$ cat src/rtl/lfsr_err_counter.sv
// Saturating error counter: a clear takes effect first, then an increment in the
// same cycle is applied on top of it.
module lfsr_err_counter #(
    parameter int unsigned ERR_W = 16
) (
    input  logic             clk,
    input  logic             rst_n,
    input  logic             clear,
    input  logic             inc,
    output logic [ERR_W-1:0] count
);

    logic [ERR_W-1:0] count_q;
    logic [ERR_W-1:0] count_d;
    logic [ERR_W-1:0] base;

    always_comb begin
        base    = clear ? '0 : count_q;
        count_d = base;
        if (inc && (base != {ERR_W{1'b1}})) begin
            count_d = base + ERR_W'(1);
        end
    end

    always_ff @(posedge clk or negedge rst_n) begin
        if (!rst_n) begin
            count_q <= '0;
        end else begin
            count_q <= count_d;
        end
    end

    assign count = count_q;

endmodule

$ cat config.mk
export PLATFORM = sky130hd
export DESIGN_NAME = lfsr_err_counter
export DESIGN_NICKNAME = d
export VERILOG_FILES = /design/src/rtl/lfsr_err_counter.sv
export SDC_FILE = /design/constraint.sdc
export NUM_CORES = 1
export LEC_CHECK = 0
export CAP_MARGIN = 10
export CORE_MARGIN = 5
export CORE_UTILIZATION = 44
export CTS_CLUSTER_DIAMETER = 60
export DETAILED_ROUTE_END_ITERATION = 8
export PLACE_DENSITY = 0.84
export SYNTH_ARGS = -nofsm -noshare
export SYNTH_HDL_FRONTEND = slang
export SYNTH_SLANG_ARGS = --single-unit
$ cat constraint.sdc
create_clock -name clk -period 1.35 [get_ports clk]
set_input_delay 0.2025 -clock clk [delete_from_list [all_inputs] [get_ports clk]]
set_output_delay 0.2025 -clock clk [all_outputs]
set_load 0.02 [all_outputs]
==> impl_results.html, run 1 <==
<table>
<tr><th>Metric</th><th>Value</th></tr>
<tr><th colspan="2">Power and ir drop</th></tr>
<tr><td>Pwr dens</td><td>632 nW/um^2</td></tr>
<tr><td>Leakage component of the power</td><td>0.812 nW</td></tr>
<tr><td>Fraction of power consumed by combinational cells</td><td>9.3%</td></tr>
<tr><td>Sum of internal, switching and leakage power</td><td>0.904 mW</td></tr>
<tr><td>Clk network pwr share</td><td>35.8%</td></tr>
<tr><td>Switching Share</td><td>24.0%</td></tr>
<tr><td>Switching power of the nets</td><td>0.217 mW</td></tr>
<tr><td>Share of total power in sequential cells</td><td>54.8%</td></tr>
<tr><td>IR Drop Worst-Case VDD</td><td>0.000511 V</td></tr>
<tr><td>Internal power of the cells</td><td>0.688 mW</td></tr>
<tr><th colspan="2">Detailed routing</th></tr>
<tr><td>Post-detailed-route count of antenna-violating nets</td><td>0</td></tr>
<tr><td>Number of remaining DRC errors</td><td>0</td></tr>
<tr><td>Via density</td><td>5.35</td></tr>
<tr><td>Routed wire length</td><td>2590 um</td></tr>
<tr><td>Vias after detailed routing</td><td>867</td></tr>
<tr><td>Total iterations of the first detailed-routing run</td><td>4</td></tr>
<tr><td>Violation count after the first detailed-routing iteration</td><td>15</td></tr>
<tr><td>WL/cell</td><td>16.0 um</td></tr>
<tr><th colspan="2">Synth</th></tr>
<tr><td>Ys flop type</td><td>dfrtp_1</td></tr>
<tr><td>Number of synthesis warnings</td><td>0</td></tr>
<tr><td>Share of synthesized registers carrying an async set or reset</td><td>100%</td></tr>
<tr><td>Main combinational cell family by area after synthesis</td><td>simple AND/OR/NAND/NOR gates</td></tr>
<tr><td>Distinct cell type count of the synthesized netlist</td><td>37</td></tr>
<tr><td>Post-synthesis compound-gate area fraction</td><td>11.7%</td></tr>
<tr><td>Seq/Total Area, Yosys</td><td>43.4%</td></tr>
<tr><td>Synth Instances</td><td>85</td></tr>
<tr><td>Average instance area after synthesis</td><td>10.9 um^2</td></tr>
<tr><td>Post-Synth XOR/XNOR Area</td><td>1.90%</td></tr>
<tr><td>Number of enable flip-flop cells after synthesis</td><td>0</td></tr>
<tr><td>Yosys reg bits</td><td>16</td></tr>
<tr><td>Multiplexer fraction of the synthesized cell area</td><td>3.25%</td></tr>
<tr><td>Basic-gate share of the synthesized area counting and, or, nand and nor cells</td><td>36.2%</td></tr>
<tr><td>Net count after synthesis</td><td>89</td></tr>
<tr><td>Syn Std Cell Area</td><td>923 um^2</td></tr>
<tr><td>Synth Area in Adders</td><td>0%</td></tr>
<tr><th colspan="2">Critical path</th></tr>
<tr><td>Maximum fanout encountered on the critical timing path</td><td>4</td></tr>
<tr><td>Crit path largest cell delay</td><td>420 ps</td></tr>
<tr><td>Data arrival time of the critical path</td><td>1610 ps</td></tr>
<tr><td>Worst reg-to-reg setup slack</td><td>-50 ps</td></tr>
<tr><td>Startpoint-to-endpoint class of the critical path</td><td>flop to flop</td></tr>
<tr><td>Buffer and inverter count on the worst path</td><td>1</td></tr>
<tr><td>Crit-path leading delay family</td><td>simple AND/OR/NAND/NOR gates</td></tr>
<tr><td>Type of origin of the critical path</td><td>flop</td></tr>
<tr><td>Worst setup EP type</td><td>flop</td></tr>
<tr><td>CP Cell Sequence</td><td>nand4_1, nor4_4, buf_4, a31oi_1, nor3_2</td></tr>
<tr><td>Data required time of the critical path</td><td>1560 ps</td></tr>
<tr><td>CP max-delay cell</td><td>dfrtp_2</td></tr>
<tr><th colspan="2">Layout</th></tr>
<tr><td>Synth-to-Final Area Change</td><td>54.9%</td></tr>
<tr><td>Share of cells above drive strength 1</td><td>57.8%</td></tr>
<tr><td>N_diodes</td><td>0</td></tr>
<tr><td>Net count, final</td><td>140</td></tr>
<tr><td>Flip-flop count of the largest register after layout</td><td>16</td></tr>
<tr><th colspan="2">Floorplanning</th></tr>
<tr><td>Core area</td><td>1980 um^2</td></tr>
<tr><td>Die outline height</td><td>55.8 um</td></tr>
<tr><td>I/O pins</td><td>20</td></tr>
<tr><td>Die Area</td><td>3110 um^2</td></tr>
<tr><td>Count of standard-cell rows</td><td>16</td></tr>
<tr><td>Starting utilization of the core area</td><td>46.6%</td></tr>
<tr><td>Die span in x</td><td>55.8 um</td></tr>
<tr><th colspan="2">Timing</th></tr>
<tr><td>Final Hold Fails</td><td>0</td></tr>
<tr><td>Final period util</td><td>104%</td></tr>
<tr><td>Setup violators final</td><td>4</td></tr>
<tr><td>Min setup slack post-route</td><td>-49.3 ps</td></tr>
<tr><td>Setup Total Neg Slack</td><td>-92.2 ps</td></tr>
<tr><td>Maximum achievable frequency</td><td>715 MHz</td></tr>
<tr><td>Transition time at the pin with the least slew margin</td><td>354 ps</td></tr>
<tr><td>Clk_skew</td><td>1.47 ps</td></tr>
<tr><td>Number of max-slew violations in the final report</td><td>0</td></tr>
<tr><td>RSZ-0062 raised after global routing</td><td>true</td></tr>
<tr><td>Final critical delay including setup and external delays</td><td>1400 ps</td></tr>
<tr><td>Relative slew slack</td><td>76.3%</td></tr>
<tr><th colspan="2">CTS</th></tr>
<tr><td>Clock root buffer</td><td>clkbuf_4</td></tr>
<tr><td>Sink Count</td><td>16</td></tr>
<tr><td>Clock latency on the worst-skew pair</td><td>290 ps</td></tr>
<tr><td>Clock-pin slew on the worst setup and hold paths</td><td>100 ps</td></tr>
<tr><td>Clock tree buffer depth</td><td>2</td></tr>
<tr><td>CTS tree</td><td>yes</td></tr>
<tr><td>Num CTS Buffers</td><td>3</td></tr>
<tr><td>Maximum level of the CTS H-tree</td><td>1</td></tr>
<tr><th colspan="2">Job</th></tr>
<tr><td>Max_cap viols</td><td>0</td></tr>
<tr><th colspan="2">Global route</th></tr>
<tr><td>Layer with the highest usage after global routing</td><td>met2</td></tr>
<tr><td>Global-route met2 utilization</td><td>26.0%</td></tr>
<tr><td>Vias in the first global route</td><td>819</td></tr>
<tr><td>First-pass GRT wire length</td><td>3800 um</td></tr>
<tr><td>Met3 track demand over resource</td><td>3.48%</td></tr>
<tr><td>Maximum number of pins on one net before global-route repair</td><td>17</td></tr>
<tr><td>Met1 Use GR</td><td>18.6%</td></tr>
<tr><td>Total congestion overflow</td><td>0</td></tr>
<tr><td>Number of antenna violations at the first check in global routing</td><td>0</td></tr>
<tr><td>All-Layer GR Usage</td><td>15.3%</td></tr>
<tr><th colspan="2">Status</th></tr>
<tr><td>Run status</td><td>finished with violations</td></tr>
<tr><td>Failing checks</td><td>negative setup slack</td></tr>
<tr><th colspan="2">Place</th></tr>
<tr><td>Hpwl dp</td><td>1660 um</td></tr>
<tr><td>Weighted congestion at the end of routability-driven global placement</td><td>0.810</td></tr>
<tr><td>Quantity of I/O buffers inserted on ports</td><td>19</td></tr>
<tr><th colspan="2">Worst hold path</th></tr>
<tr><td>Hold WC Path Type</td><td>input port to async pin</td></tr>
</table>
metal layers:
layer	part of all wire (%)	wire length [um]
met3	4.2	108
met5	0	0
met2	52	1350
met4	3.1	81
met1	40	1050
layout by cell type, fill, tap and decap left out, types with 3 or more instances in the layout:
cell type / netlist / layout
a21oi_1: 6 / 6
a31oi_1: 4 / 4
buf_2: 0 / 7
buf_4: 0 / 27
clkbuf_4: 0 / 3
dfrtp_2: 0 / 15
dlygate4sd2_1: 0 / 10
inv_1: 5 / 5
mux2i_1: 3 / 3
nand2_1: 9 / 8
nand3_2: 1 / 3
nor2_1: 3 / 3
nor4_4: 2 / 3
o21ai_0: 3 / 3
repair_timing:
action,CTS,global route
setup buffers,4,4
pin swaps,11,10
setup endpoints to repair,32,20
gates resized for setup,34,16
hold buffers,0,0
cell usage after synthesis, types with 2 or more instances:
cell type  count  area, um^2
dfrtp_1       16         400
xnor2_1        2        17.5
nor4_4         2        42.5
a211oi_1       2        15.0
nand3_1        3        15.0
nor2_1         3        11.3
and4_1         2        17.5
mux2i_1        3        30.0
a31oi_1        4        25.0
nand2_1        9        33.8
a21oi_1        6        30.0
inv_1          5        18.8
nor3_1         2        10.0
o21ai_0        3        15.0
metrics by stage:
step                cell area, um^2  utilization, %  hold slack [ps]  worst slack (ps)  std cells
floorplan                       963               -            -93.1             -21.0         85
global placement               1330            67.1              525              -411        150
detailed placement             1330            67.1              526              -474        150
CTS                            1400            70.6              221             -28.6        158
global route                   1430            72.2              238             -95.1        162
finish                         1430            72.2              228             -49.3        162
cells by family (layout without fill, tap and decap cells):
group                  count (synthesis)  count (layout)
AND/OR/NAND/NOR                       39              39
AO/OA/AOI/OAI                         18              18
buffers and inverters                  7              57
XOR/XNOR                               2               2
multiplexers                           3               3
flip-flops                            16              16
path summary, 6_finish.rpt:
| kind | startpoint | depth (start not counted) | endpoint |
|---|---|---|---|
| max | count[0] | 5 | count[14] |
| min | rst_n | 2 | count[4] |
| max reg2reg | count[0] | 5 | count[14] |
| min reg2reg | count[15] | 2 | count[15] |
| max in group asynchronous | rst_n | 2 | count[9] |
| min in group clk | clear | 3 | count[1] |
area by class of cell:
class	instances	area [um^2]
clock buffers	4	36.3
fillers	129	552
inverters	5	18.8
multi-input cells	62	554
flip-flops and latches	16	419
well taps	27	33.8
repair buffers	48	368
power groups by stage:
stage	registers (mW)	clock network (mW)	logic [mW]
2_1_floorplan	0.512	0	0.0286
3_3_place_gp	0.502	0	0.0887
3_5_place_dp	0.502	0	0.0910
4_1_cts	0.494	0.341	0.0878
5_1_grt	0.497	0.357	0.0923
6_report	0.496	0.324	0.0845
Power figures use the tool's default switching activity.
==> run 2, diff against run 1 <==
--- a/config.mk
+++ b/config.mk
@@ -10,6 +10,7 @@
 export CORE_UTILIZATION = 44
 export CTS_CLUSTER_DIAMETER = 60
 export DETAILED_ROUTE_END_ITERATION = 8
+export GPL_ROUTABILITY_DRIVEN = 0
 export PLACE_DENSITY = 0.84
 export SYNTH_ARGS = -nofsm -noshare
 export SYNTH_HDL_FRONTEND = slang
==> results of run 2 <==
Same layout as run 1: the final DEF is identical, and so are final timing and power.
